### src/rtl/pack_sram_writer_if.sv
// ---------------------------------------------------------------------------
// pack_sram_writer_if
//   Bundles the packer handshake, the SRAM write port and the frame status
//   of pack_sram_writer into one interface.
//
//   Packer side : frame_start, pack_valid, pack_data  -> writer
//                 save_done                           <- writer
//   SRAM side   : sram_ready                          -> writer
//                 sram_cs, sram_we, sram_addr, sram_wdata <- writer
//   Status      : word_count, frame_done, overflow_err, checksum <- writer
//
//   modport slave  : the writer itself
//   modport master : the environment that plays both the packer and the SRAM
// ---------------------------------------------------------------------------
interface pack_sram_writer_if #(
    parameter int ADDR_W = 10,
    parameter int DATA_W = 32
);
    logic              frame_start;
    logic              pack_valid;
    logic [DATA_W-1:0] pack_data;
    logic              sram_ready;

    logic              save_done;
    logic              sram_cs;
    logic              sram_we;
    logic [ADDR_W-1:0] sram_addr;
    logic [DATA_W-1:0] sram_wdata;
    logic [ADDR_W:0]   word_count;
    logic              frame_done;
    logic              overflow_err;
    logic [DATA_W-1:0] checksum;

    modport slave (
        input  frame_start, pack_valid, pack_data, sram_ready,
        output save_done, sram_cs, sram_we, sram_addr, sram_wdata,
               word_count, frame_done, overflow_err, checksum
    );

    modport master (
        output frame_start, pack_valid, pack_data, sram_ready,
        input  save_done, sram_cs, sram_we, sram_addr, sram_wdata,
               word_count, frame_done, overflow_err, checksum
    );
endinterface

### src/rtl/pack_sram_writer.sv
// ---------------------------------------------------------------------------
// pack_sram_writer
//   Downstream stage of the 4-pixel packer. Each packed word offered on
//   pack_valid/pack_data is written to the feature SRAM at an auto-
//   incrementing word address; a one-cycle save_done pulse releases the
//   packer, and frame_done flags that DEPTH words have been stored.
//
// Parameters
//   ADDR_W  SRAM word-address width
//   DEPTH   words per frame (DEPTH <= 2**ADDR_W)
//   DATA_W  word width, equal to the packer output width
//
// Ports
//   clk  rising-edge clock
//   rst  asynchronous active-high reset (deassertion synchronised outside)
//   bus  pack_sram_writer_if.slave:
//          in : frame_start, pack_valid, pack_data, sram_ready
//          out: save_done, sram_cs, sram_we, sram_addr, sram_wdata,
//               word_count, frame_done, overflow_err, checksum
//
// Optional feature
//   SAVE_CHECKSUM_EN : when defined, checksum is the running sum (mod
//   2**DATA_W) of committed words; otherwise checksum is tied to 0 and no
//   adder exists.
// ---------------------------------------------------------------------------
module pack_sram_writer #(
    parameter int ADDR_W = 10,
    parameter int DEPTH  = 1024,
    parameter int DATA_W = 32
) (
    input logic               clk,
    input logic               rst,
    pack_sram_writer_if.slave bus
);

    localparam logic [2:0] S_IDLE     = 3'd0;
    localparam logic [2:0] S_WRITE    = 3'd1;
    localparam logic [2:0] S_ACK      = 3'd2;
    localparam logic [2:0] S_WAIT_LOW = 3'd3;
    localparam logic [2:0] S_FULL     = 3'd4;

    localparam logic [ADDR_W:0] DEPTH_CNT = (ADDR_W + 1)'(DEPTH);

    logic [2:0]        state;
    logic [ADDR_W-1:0] addr;
    logic [ADDR_W:0]   count;
    logic [DATA_W-1:0] wdata;
    logic              ovf;
    logic              commit;

    // A write lands on the edge that ends a WRITE cycle with sram_ready high.
    assign commit = (state == S_WRITE) && bus.sram_ready;

    // Strobes decode straight from the state so an async reset clears them
    // in the same instant the state register clears.
    assign bus.sram_cs      = (state == S_WRITE);
    assign bus.sram_we      = (state == S_WRITE);
    assign bus.save_done    = (state == S_ACK);
    assign bus.frame_done   = (state == S_FULL);
    assign bus.sram_addr    = addr;
    assign bus.sram_wdata   = wdata;
    assign bus.word_count   = count;
    assign bus.overflow_err = ovf;

    always_ff @(posedge clk or posedge rst) begin
        if (rst) begin
            state <= S_IDLE;
            addr  <= '0;
            count <= '0;
            wdata <= '0;
            ovf   <= 1'b0;
        end else if (bus.frame_start) begin
            // Restart wins over everything, including an uncommitted write.
            // A still-high pack_valid belongs to the old episode, so it must
            // drop before the next capture.
            addr  <= '0;
            count <= '0;
            ovf   <= 1'b0;
            state <= bus.pack_valid ? S_WAIT_LOW : S_IDLE;
        end else begin
            case (state)
                S_IDLE: begin
                    if (bus.pack_valid) begin
                        wdata <= bus.pack_data;
                        state <= S_WRITE;
                    end
                end
                S_WRITE: begin
                    if (commit) begin
                        // When DEPTH == 2**ADDR_W the address rolls to 0
                        // here, but FULL prevents it from ever being used.
                        addr  <= addr + ADDR_W'(1);
                        count <= count + (ADDR_W + 1)'(1);
                        state <= S_ACK;
                    end
                end
                S_ACK: begin
                    state <= (count == DEPTH_CNT) ? S_FULL : S_WAIT_LOW;
                end
                S_WAIT_LOW: begin
                    // One word per pack_valid episode: wait for the level to
                    // fall before re-arming.
                    if (!bus.pack_valid) begin
                        state <= S_IDLE;
                    end
                end
                S_FULL: begin
                    if (bus.pack_valid) begin
                        ovf <= 1'b1;
                    end
                end
                default: state <= S_IDLE;
            endcase
        end
    end

`ifdef SAVE_CHECKSUM_EN
    logic [DATA_W-1:0] cks;

    function automatic logic [DATA_W-1:0] wrap_add(input logic [DATA_W-1:0] a,
                                                   input logic [DATA_W-1:0] b);
        // Carry out is intentionally discarded: the sum is modulo 2**DATA_W.
        return a + b;
    endfunction

    always_ff @(posedge clk or posedge rst) begin
        if (rst) begin
            cks <= '0;
        end else if (bus.frame_start) begin
            cks <= '0;
        end else if (commit) begin
            cks <= wrap_add(cks, wdata);
        end
    end

    assign bus.checksum = cks;
`else
    assign bus.checksum = '0;
`endif

endmodule

### src/flat_wrapper.sv
// flat-port wrapper written by rule: the top's interface ports become plain ports
module pack_sram_writer_flat 
#(
    parameter int ADDR_W = 10,
    parameter int DEPTH  = 1024,
    parameter int DATA_W = 32
)
  (clk, rst, bus_frame_start, bus_pack_valid, bus_pack_data, bus_sram_ready, bus_save_done, bus_sram_cs, bus_sram_we, bus_sram_addr, bus_sram_wdata, bus_word_count, bus_frame_done, bus_overflow_err, bus_checksum);
  pack_sram_writer_if #(.ADDR_W(ADDR_W), .DATA_W(DATA_W)) bus_i ();
  input logic clk;
  input logic rst;
  input wire logic [$bits(bus_i.frame_start)-1:0] bus_frame_start;
  input wire logic [$bits(bus_i.pack_valid)-1:0] bus_pack_valid;
  input wire logic [$bits(bus_i.pack_data)-1:0] bus_pack_data;
  input wire logic [$bits(bus_i.sram_ready)-1:0] bus_sram_ready;
  output wire logic [$bits(bus_i.save_done)-1:0] bus_save_done;
  output wire logic [$bits(bus_i.sram_cs)-1:0] bus_sram_cs;
  output wire logic [$bits(bus_i.sram_we)-1:0] bus_sram_we;
  output wire logic [$bits(bus_i.sram_addr)-1:0] bus_sram_addr;
  output wire logic [$bits(bus_i.sram_wdata)-1:0] bus_sram_wdata;
  output wire logic [$bits(bus_i.word_count)-1:0] bus_word_count;
  output wire logic [$bits(bus_i.frame_done)-1:0] bus_frame_done;
  output wire logic [$bits(bus_i.overflow_err)-1:0] bus_overflow_err;
  output wire logic [$bits(bus_i.checksum)-1:0] bus_checksum;
  assign bus_i.frame_start = bus_frame_start;
  assign bus_i.pack_valid = bus_pack_valid;
  assign bus_i.pack_data = bus_pack_data;
  assign bus_i.sram_ready = bus_sram_ready;
  assign bus_save_done = bus_i.save_done;
  assign bus_sram_cs = bus_i.sram_cs;
  assign bus_sram_we = bus_i.sram_we;
  assign bus_sram_addr = bus_i.sram_addr;
  assign bus_sram_wdata = bus_i.sram_wdata;
  assign bus_word_count = bus_i.word_count;
  assign bus_frame_done = bus_i.frame_done;
  assign bus_overflow_err = bus_i.overflow_err;
  assign bus_checksum = bus_i.checksum;
  pack_sram_writer #(.ADDR_W(ADDR_W), .DEPTH(DEPTH), .DATA_W(DATA_W)) u_core (.clk(clk), .rst(rst), .bus(bus_i));
endmodule
### config.mk
export PLATFORM = sky130hd
export DESIGN_NAME = pack_sram_writer_flat
export DESIGN_NICKNAME = d
export VERILOG_FILES = /design/src/rtl/pack_sram_writer_if.sv /design/src/rtl/pack_sram_writer.sv /design/src/flat_wrapper.sv
export SDC_FILE = /design/constraint.sdc
export NUM_CORES = 1
export LEC_CHECK = 0
export ABC_AREA = 0
export CAP_MARGIN = 20
export CORE_ASPECT_RATIO = 1.75
export CORE_UTILIZATION = 30
export CTS_CLUSTER_SIZE = 24
export DETAILED_ROUTE_END_ITERATION = 16
export MAX_ROUTING_LAYER = met4
export SLEW_MARGIN = 0
export SYNTH_ARGS = -nofsm -noshare
export SYNTH_HDL_FRONTEND = slang
export SYNTH_SLANG_ARGS = --single-unit
### constraint.sdc
create_clock -name clk -period 2.8 [get_ports clk]
set_clock_uncertainty 0.15 [all_clocks]
set_input_delay 0.7 -clock clk [delete_from_list [all_inputs] [get_ports clk]]
set_output_delay 0.7 -clock clk [all_outputs]
set_load 0.1 [all_outputs]
==> results by group, run 1 <==
Global routing
  – GRT Residual Overflow: 0
  – Initial antenna violation count: 0
  – Most crowded layer after global routing: met2
  – Met3 Track Usage GR: between 3 and 4%
  – Grt met1 use: around 16%
  – Vias in the first global route: approximately 2200
  – Global-route usage over all layers: 14.8%
  – Met2 usage: 25.2%
  – First-pass GRT wire length: 10400 um
  – Largest net degree at the start of global routing: 33

Hold path
  – Worst Hold End: u_core.bus.overflow_err
  – HP Class: flop to flop
  – WHS Path Cells: 2
  – Min-delay src: u_core.bus.overflow_err

Placed design
  – Placed cell count: 461
  – RePlAce Congestion: 0.752
  – Detailed placement HPWL: 4670 um
  – Port Buffer Count: between 90 and 100

Setup path
  – Critical-path top delay cell: dfrtp_1
  – Buffer and inverter count on the worst path: 1
  – Top delay family on crit path: simple AND/OR/NAND/NOR gates
  – WP data arrival: about 1.5 ns
  – Crit Path Category: flop to output port
  – CP endpoint kind: output port
  – Critical register-to-register path startpoint: u_core.state[2]
  – Critical Path, Cell by Cell: nor2_1 > and2_1 > buf_12
  – Worst r2r path cells: 5
  – Worst EP required: 1.95 ns
  – Worst R2R End: u_core.bus.sram_addr[9]
  – Reg2Reg Setup Slack: between 1 and 1.5 ns
  – CP max stage delay: roughly 0.47 ns
  – CP startpoint kind: flop
  – Worst Path Max Fanout: 10

Status
  – Status: finished, final reports clean

STA
  – Worst hold slack: 0.347 ns
  – Fmax: about 0.43 GHz
  – Period minus WS final: approximately 2.3 ns
  – Final Hold Violating Endpoints: 0
  – Unrepaired setup endpoints after global routing: false
  – Sum Neg Setup Slack: 0 ns
  – Worst-Margin Slew: 0.580 ns
  – Headroom to the max-slew limit: 61.2%
  – Count of final setup violators: 0
  – Final max-slew violation count: 0
  – Fin crit share: 83.2%

CTS
  – Post-CTS setup repair buffer count: 0
  – Cts hold-fix bufs: 0
  – CTS buffer count: 9
  – Post-CTS sizing: 0
  – H-tree levels: 3
  – CTS clock-pin slew for the worst setup and hold paths: 0.05 ns
  – Root buffer cell: clkbuf_16
  – CTS tree: built
  – Clk buf depth: 2
  – Clk sink count: 57
  – Clk_lat worst skew: 0.32 ns

Route
  – Via count: 2159
  – Total Wirelength: about 6400 um
  – Initial DRC Count: 128
  – Router iterations before antenna repair: 4
  – Final ANT Viol Nets: 0
  – Avg WL per Cell: 13.4 um
  – Vias/cell: ~4.5
  – DRC Markers: 0

Yosys
  – Register area share after synthesis: 51.4%
  – Synth Register Bits: 57
  – Synth warn: 0
  – Post-Syn Instances: 254
  – Synthesized area: between 2000 and 3000 um2
  – Syn Area/Cell: around 11 um2
  – Netlist cell types: 32

Die
  – Initial Util: 30.7%
  – Area of the core: about 9000 um2
  – IO Count: between 100 and 150
  – Row cnt: 46
  – Die H: 129 um
  – DIE AREA: approximately 9700 um2
  – Chip width: 74.7 um

Job
  – Max cap viols: 0

Final layout
  – Synth-to-Final Area Change: 39.8%
  – ANT cells: 0
  – Final core occ: a little over two fifths
  – Share of layout cells above drive strength 1: 30.3%
  – Most common cell after layout, fill and taps aside: buf_4
  – Layout Cells excl Fill: ~480
  – Nets@finish: 392
  – Most frequent cells in the layout: buf_4, dfrtp_1, clkdlybuf4s50_1
## final cells by class
cell class | count | area (um2)
Fill cell | 884 | 5160
Sequential cell | 57 | 1430
Multi-Input combinational cell | 180 | 1150
Timing Repair Buffer | 100 | 878
Clock buffer | 15 | 258
Tap cell | 120 | 150
Inverter | 4 | 15.0
## cells by family (layout without fill, tap and decap cells)
| family | after synthesis | after routing | synth area share [%] |
|---|---|---|---|
| buf+inv | 48 | 119 | 11.4 |
| simple gates | 77 | 77 | 13.9 |
| compound gates | 22 | 22 | 4.46 |
| flops | 57 | 57 | 51.4 |
| other cells | 1 | 32 | 0.135 |
| fa+ha+maj | 3 | 3 | 1.35 |
| mux | 32 | 32 | 13.0 |
| xor+xnor | 14 | 14 | 4.42 |
## worst register-to-register path, stage by stage, from the launching register on
cell and delay, ns:
dfrtp_1 0.48, nand4bb_1 0.24, buf_4 0.20, nor4_1 0.37, xnor2_1 0.17, nor2_1 0.05
## cells in the mapped netlist
cell type  instances  area [um2]
o31ai_1            1        7.51
or4_1              1        7.51
mux2_2            32         360
or3_1              4        25.0
o21ai_0            6        30.0
dfrtp_1           57        1430
nor4_1             7        43.8
clkbuf_1           4        15.0
nand4_1            6        37.5
nand2_1           17        63.8
nor3_1             5        25.0
and3_1             3        18.8
a221oi_1           1        8.76
buf_4             34         255
nand2b_1           3        18.8
xor2_1             5        43.8
conb_1             1        3.75
a31oi_1            1        6.26
and2_1             1        6.26
nand3_1            6        30.0
a21oi_1           10        50.1
inv_1              4        15.0
o22ai_1            1        6.26
xnor2_1            9        78.8
nand4bb_1          1        11.3
buf_2              6        30.0
ha_1               3        37.5
a22oi_1            1        7.51
nor2_1            21        78.8
a21boi_0           1        7.51
and4bb_1           1        12.5
nor2b_1            1        6.26
## registers in the layout, summed over array words and instances (netlist names)
register                 count
u_core.bus.sram_wdata       32
u_core.bus.word_count       11
u_core.bus.sram_addr        10
u_core.state                 3
u_core.bus.overflow_err      1
## per-layer routing
metal	share of wire (%)	wire, um	vias up
li1	-	-	1001
met1	38	2440	1044
met2	55	3480	105
met3	5.5	350	9
met4	1.8	116	0
met5	0	0	-
## stage by stage
step | setup WS, ns | area [um2]
global placement | 0.408 | 3620
global route | 0.367 | 3880
detailed placement | 0.380 | 3620
CTS | 0.444 | 3880
finish | 0.470 | 3880
floorplan | 0.0359 | 2890
## how the worst max path moves through the flow
stage | end | cells past startpoint | startpoint | slack, ns
6_report | bus_frame_done | 3 | u_core.state[1] | 0.47
5_1_grt | bus_frame_done | 3 | u_core.state[1] | 0.37
4_1_cts | bus_frame_done | 3 | u_core.state[0] | 0.44
3_5_place_dp | u_core.state[0] | 6 | bus_frame_start | 0.38
3_3_place_gp | u_core.state[1] | 6 | bus_frame_start | 0.41
2_1_floorplan | bus_sram_we | 4 | u_core.state[1] | 0.04
Power of run 1 is left out: the tool's default activity adds up to more than one toggle a clock period on the data nets, which glitch-free logic cannot reach.
==> run 2, diff against run 1 <==
- clock period: 2.8 -> 2.1 ns (I/O delays scaled with it)
==> run 2 against run 1 <==
Flip-flop and latch count is the same; cell count grew 0.42%; die area is the same; sequential share of layout area shrank 6.0 points; register-to-register slack lost 0.73 ns; design area grew 21%; non-clock buffer count grew 2; first-iteration DRC count grew 38%; setup slack lost 0.45 ns; utilization grew 8.8 points; count of clock-buffer cells in the layout shrank 3.
==> results by group, run 2 (synthesis gave the netlist of run 1 again) <==
Route
  – Via count: 2213 (+2.5%)
  – Initial DRC Count: 177 (+38%)
  – Avg WL per Cell: 13.9 um (+3.8%)
  – DRC Markers: 0 (unchanged)
  – Vias/cell: 4.63 (+2.1%)
  – Final ANT Viol Nets: 0 (unchanged)
  – Router iterations before antenna repair: 4 (unchanged)
  – Total Wirelength: 6660 um (+4.3%)

Die
  – Row cnt: 46 (unchanged)
  – Area of the core: 9040 um2 (unchanged)
  – IO Count: 127 (unchanged)
  – Die H: 129 um (unchanged)
  – Chip width: 74.7 um (unchanged)
  – DIE AREA: 9650 um2 (unchanged)
  – Initial Util: 30.7% (unchanged)

Global routing
  – Initial antenna violation count: 0 (unchanged)
  – Vias in the first global route: 2264 (+5.1%)
  – Largest net degree at the start of global routing: 58 (+76%)
  – First-pass GRT wire length: 11300 um (+8.7%)
  – GRT Residual Overflow: 0 (unchanged)
  – Global-route usage over all layers: 16.2% (+1.4 points)

Final layout
  – Fill cells: 761 (-14%)
  – Most common cell after layout, fill and taps aside: buf_12
  – Post-route cell area: 4680 um2 (+21%)
  – Nets@finish: 394 (+0.51%)
  – Share of layout cells above drive strength 1: 35.5% (+5.1 points)
  – ANT cells: 0 (unchanged)
  – Max reg flops: 32 (unchanged)
  – Synth-to-Final Area Change: 68.5%
  – Most frequent cells in the layout: buf_12, dfrtp_1, clkdlybuf4s50_1

Setup path
  – Critical register-to-register path startpoint: u_core.state[2]
  – CP startpoint kind: flop
  – Worst EP required: 1.42 ns (-0.53 ns)
  – CP endpoint kind: output port
  – Crit Path Category: flop to output port
  – Worst Path Max Fanout: 10 (unchanged)
  – Reg2Reg Setup Slack: 0.28 ns (-0.73 ns)
  – WP data arrival: 1.40 ns (-0.08 ns)
  – Worst R2R End: u_core.bus.sram_addr[8]
  – Worst r2r path cells: 5 (unchanged)

CTS
  – Clk buf depth: 2 (unchanged)
  – Clk_lat worst skew: 0.32 ns (about the same)
  – Post-CTS sizing: 3 (+3)
  – CTS clock-pin slew for the worst setup and hold paths: 0.05 ns (about the same)
  – Cts hold-fix bufs: 0 (unchanged)
  – CTS buffer count: 9 (unchanged)
  – Root buffer cell: clkbuf_16
  – H-tree levels: 3 (unchanged)
  – Clk sink count: 57 (unchanged)
  – Post-CTS setup repair buffer count: 0 (unchanged)
  – CTS tree: built

Hold path
  – HP Class: flop to flop
  – WHS Path Cells: 2 (unchanged)
  – Worst Hold End: u_core.bus.overflow_err
  – Min-delay src: u_core.bus.overflow_err

Power and ir drop
  – Max VDD drop: 0.987 mV
  – Power density over the cells: 1810 nW/um2
  – LEAKAGE: 2.01 nW
  – Power Total: 0.00844 W

Placed design
  – Port Buffer Count: 94 (unchanged)
  – RePlAce Congestion: 0.822 (+9.3%)
  – Detailed placement HPWL: 4940 um (+5.8%)
  – Total placed instance area: 4370 um2 (+21%)
  – Pre-CTS WS: -0.131 ns (-0.510 ns)

STA
  – Unrepaired setup endpoints after global routing: true
  – Final max-slew violation count: 0 (unchanged)
  – Fin crit share: 98.9%
  – Final Hold Violating Endpoints: 0 (unchanged)
  – Fmax: 0.481 GHz
  – Setup ws final: 0.0225 ns (-0.447 ns)
  – Period minus WS final: 2.08 ns
  – Count of final setup violators: 0 (unchanged)

Status
  – Status: finished, final reports clean

Job
  – Max cap viols: 0 (unchanged)
[run 2: cell count changes in the layout (fill, tap and decap cells not counted), moves of 2 or more]
cell / delta
dfrtp_1: -10
nor2_1: -2
clkinv_2: +2
buf_12: +57
nor2_4: +2
dfrtp_2: +10
buf_4: -55
clkbuf_1: -4
[run 2: layout make-up]
cell class / instances / area (um2) / area share [%]
Clock buffer: 12 / 256 / 5.49
Clock inverter: 3 / 40.0 / 0.856
Inverter: 4 / 15.0 / 0.321
Multi-Input combinational cell: 180 / 1170 / 25.0
Sequential cell: 57 / 1440 / 30.8
Tap cell: 120 / 150 / 3.21
Timing Repair Buffer: 102 / 1610 / 34.4
[run 2: metal layers]
layer / vias to the layer above / GRT usage [%] / part of all wire [%]
met3: 15 / 4.82 / 5.8
met5: - / - / 0
li1: 1002 / - / -
met2: 118 / 26.0 / 55
met1: 1078 / 18.0 / 36
met4: 0 / 7.99 / 2.9
[run 2: worst max-delay path by stage]
stage                     from                        end  slack, ns  cells after the start
6_report       u_core.state[1]                bus_sram_we       0.02                      3
5_1_grt        u_core.state[1]                bus_sram_cs      -0.02                      3
4_1_cts        u_core.state[0]              bus_save_done    -0.0003                      3
3_5_place_dp    bus_sram_ready  u_core.bus.word_count[10]      -0.13                      5
3_3_place_gp    bus_sram_ready   u_core.bus.word_count[9]      -0.06                      6
2_1_floorplan  u_core.state[1]                bus_sram_we      -0.16                      4
[run 2: worst max-delay path, stage by stage, from the launching register on]
cell and delay, ns:
dfrtp_2 0.47, nand2b_1 0.24, nor2_4 0.17, buf_12 0.19
[run 2: power by group]
group | switching [W] | internal (W) | leakage [nW] | total [W]
clock | 0.000477 | 0.000970 | 0.148 | 0.00145
sequential | 0.000404 | 0.00145 | 0.713 | 0.00186
combinational | 0.00336 | 0.00178 | 1.15 | 0.00514
total | 0.00424 | 0.00420 | 2.01 | 0.00844
[run 2: per-stage QoR]
stage                     hold WS, ns  cells  utilization (%)   TNS [ns]
after floorplan                 0.484    285                -     -0.946
after detailed placement        0.407    463             48.3     -0.794
after global routing            0.434    478             51.7    -0.0486
after CTS                       0.419    478             51.7  -0.000342
after global placement          0.392    463             48.3     -0.282
final                           0.415    478             51.7          0
Power figures use the tool's default switching activity.
==> run 3, diff against run 2 <==
- CORE_ASPECT_RATIO: 1.75 -> 0.7
- SLEW_MARGIN: 0 -> 10
- TNS_END_PERCENT: unset -> 1
==> run 3 against run 2 <==
Combinational power about the same; power decreased by 0.98%; worst hold slack improved by 0.0011 ns; sequential share of layout area decreased by 0.18 points; die area about the same; register-to-register slack improved by 0.08 ns; clock power decreased by 8%; routed wire length increased by 3.8%; design area decreased by 0.11%; via count decreased by 2.0%; count of clock-buffer cells in the layout decreased by 1; flip-flop and latch count unchanged.
==> results by group, run 3 (synthesis gave the netlist of run 1 again) <==
Placed design
  – Detailed placement HPWL: 5160 um (+4.5%)
  – Total placed instance area: 4370 um2 (unchanged)
  – Port Buffer Count: 94 (unchanged)
  – Pre-CTS WS: -0.146 ns (-0.0155 ns)
  – RePlAce Congestion: 0.803 (-2.4%)

CTS
  – Post-CTS setup repair buffer count: 0 (unchanged)
  – Root buffer cell: clkbuf_16
  – Clk_lat worst skew: 0.32 ns (about the same)
  – CTS buffer count: 9 (unchanged)
  – CTS tree: built
  – Clk buf depth: 2 (unchanged)
  – CTS clock-pin slew for the worst setup and hold paths: 0.05 ns (about the same)
  – Clk sink count: 57 (unchanged)
  – Cts hold-fix bufs: 0 (unchanged)
  – H-tree levels: 3 (unchanged)

Global routing
  – First-pass GRT wire length: 10500 um (-7.5%)
  – Global-route usage over all layers: 15.3% (-0.93 points)
  – Largest net degree at the start of global routing: 33 (-43%)
  – Vias in the first global route: 2040 (-9.9%)
  – Initial antenna violation count: 0 (unchanged)
  – GRT Residual Overflow: 0 (unchanged)

Route
  – Via count: 2168 (-2.0%)
  – Final ANT Viol Nets: 0 (unchanged)
  – Routed wl met3: 566 um (+46%)
  – Router iterations before antenna repair: 4 (unchanged)
  – Vias/cell: 4.50 (-2.8%)
  – Highest Signal Layer: met4
  – Avg WL per Cell: 14.4 um (+3.0%)
  – Total Wirelength: 6920 um (+3.8%)
  – Met1 WL: 3030 um (+26%)
  – Routed length on met2: 3230 um (-12%)
  – DRC Markers: 0 (unchanged)
  – Initial DRC Count: 106 (-40%)

Status
  – Status: finished, final reports clean

Final layout
  – Multi-input logic area: 1180 um2 (+0.75%)
  – Synth-to-Final Area Change: 68.3%
  – Nets@finish: 397 (+0.76%)
  – Post-route cell area: 4670 um2 (-0.11%)
  – Share of layout cells above drive strength 1: 34.5% (-0.94 points)
  – Fill cells: 721 (-5.3%)
  – Most common cell after layout, fill and taps aside: buf_12
  – Register Area: 1430 um2 (-0.70%)
  – ANT cells: 0 (unchanged)
  – Most frequent cells in the layout: buf_12, dfrtp_1, clkdlybuf4s50_1
  – Max reg flops: 32 (unchanged)

Die
  – DIE AREA: 9650 um2 (about the same)
  – Area of the core: 8720 um2 (-3.5%)
  – Die H: 82.5 um (-36%)
  – Initial Util: 31.8% (+1.1 points)
  – Row cnt: 28 (-39%)
  – Chip width: 117 um (+57%)
  – IO Count: 127 (unchanged)

Setup path
  – CP endpoint kind: output port
  – CP max stage delay: 0.48 ns (about the same)
  – Critical Path, Cell by Cell: nor2_2 > and2_4 > buf_12
  – Worst EP required: 1.42 ns (about the same)
  – Crit Path Category: flop to output port
  – Top delay family on crit path: flip-flops
  – WP data arrival: 1.37 ns (-0.03 ns)
  – Buffer and inverter count on the worst path: 1 (unchanged)
  – Worst Path Max Fanout: 9 (-1)
  – Critical-path top delay cell: dfrtp_2
  – CP startpoint kind: flop

Job
  – Max cap viols: 0 (unchanged)

STA
  – Unrepaired setup endpoints after global routing: false
  – Fin crit share: 97.6% (-1.4 points)
  – Worst-Margin Slew: 0.549 ns
  – Fmax: 0.488 GHz (+1.4%)
  – Headroom to the max-slew limit: ~63%
  – Final Hold Violating Endpoints: 0 (unchanged)
  – Sum Neg Setup Slack: 0 ns (unchanged)
  – Period minus WS final: 2.05 ns (-0.0285 ns)
  – Final max-slew violation count: 0 (unchanged)
  – Count of final setup violators: 0 (unchanged)
  – Setup ws final: 0.0510 ns (+0.0285 ns)

Power and ir drop
  – LEAKAGE: 2.02 nW (+0.85%)
  – Power density over the cells: 1790 nW/um2 (-0.88%)
  – Max VDD drop: 1.17 mV (+19%)

Hold path
  – HP Class: flop to flop
-- run 3: cell count changes in the layout (fill, tap and decap cells not counted), sizes merged --
cell      before  now
clkinv         2    3
buf           66   69
clkbuf        12   11
clkinvlp       0    2
bufinv         1    0
-- run 3: repair_timing --
item,in CTS,in global routing
gates cloned,0,0
resized for setup,3,4
endpoints found under the setup margin,3,4
pin swaps,0,1
endpoints found under the hold margin,0,0
-- run 3: routing by layer --
| metal | vias to the layer above | global-route usage [%] |
|---|---|---|
| met1 | 1062 | 19.3 |
| met2 | 84 | 21.0 |
| met5 | - | - |
| met3 | 9 | 6.93 |
| li1 | 1013 | - |
| met4 | 0 | 6.33 |
-- run 3: stage by stage --
stage	util, %	total power, W	hold slack, ns	cells
final	53.5	0.00836	0.416	482
after global routing	53.5	0.00864	0.429	482
after CTS	53.4	0.00839	0.422	482
after detailed placement	50.1	0.00702	0.410	466
after global placement	50.1	0.00696	0.403	466
after floorplan	-	0.00510	0.484	285
-- run 3: where the power goes --
part	switching, W	internal [W]
registers	0.000406	0.00145
clock network	0.000490	0.000854
logic	0.00337	0.00179
total	0.00427	0.00409
-- run 3: cell type report --
class | instances | area share, %
clock buffers | 11 | 5.41
repair buffers | 105 | 34.6
inverters | 4 | 0.321
flip-flops and latches | 57 | 30.6
multi-input cells | 180 | 25.2
clock inverters | 5 | 0.643
well taps | 120 | 3.21
-- run 3: worst reg2reg max path, delay by kind of cell (launching register included) --
family / cells / cell delay, ns
AO/OA/AOI/OAI: 2 / 0.32
flip-flops: 1 / 0.48
AND/OR/NAND/NOR: 2 / 0.65
-- run 3: path summary, 6_finish.rpt --
path / start / endpoint / slack (ns) / cells past startpoint
max: u_core.state[0] / bus_frame_done / 0.05 / 3
min: u_core.bus.sram_wdata[8] / u_core.bus.sram_wdata[8] / 0.42 / 1
max reg2reg: u_core.bus.word_count[3] / u_core.state[0] / 0.36 / 4
min reg2reg: u_core.bus.sram_wdata[8] / u_core.bus.sram_wdata[8] / 0.42 / 1
max in group asynchronous: rst / u_core.bus.sram_wdata[8] / 1.01 / 3
min in group asynchronous: rst / u_core.bus.sram_addr[5] / 0.44 / 3
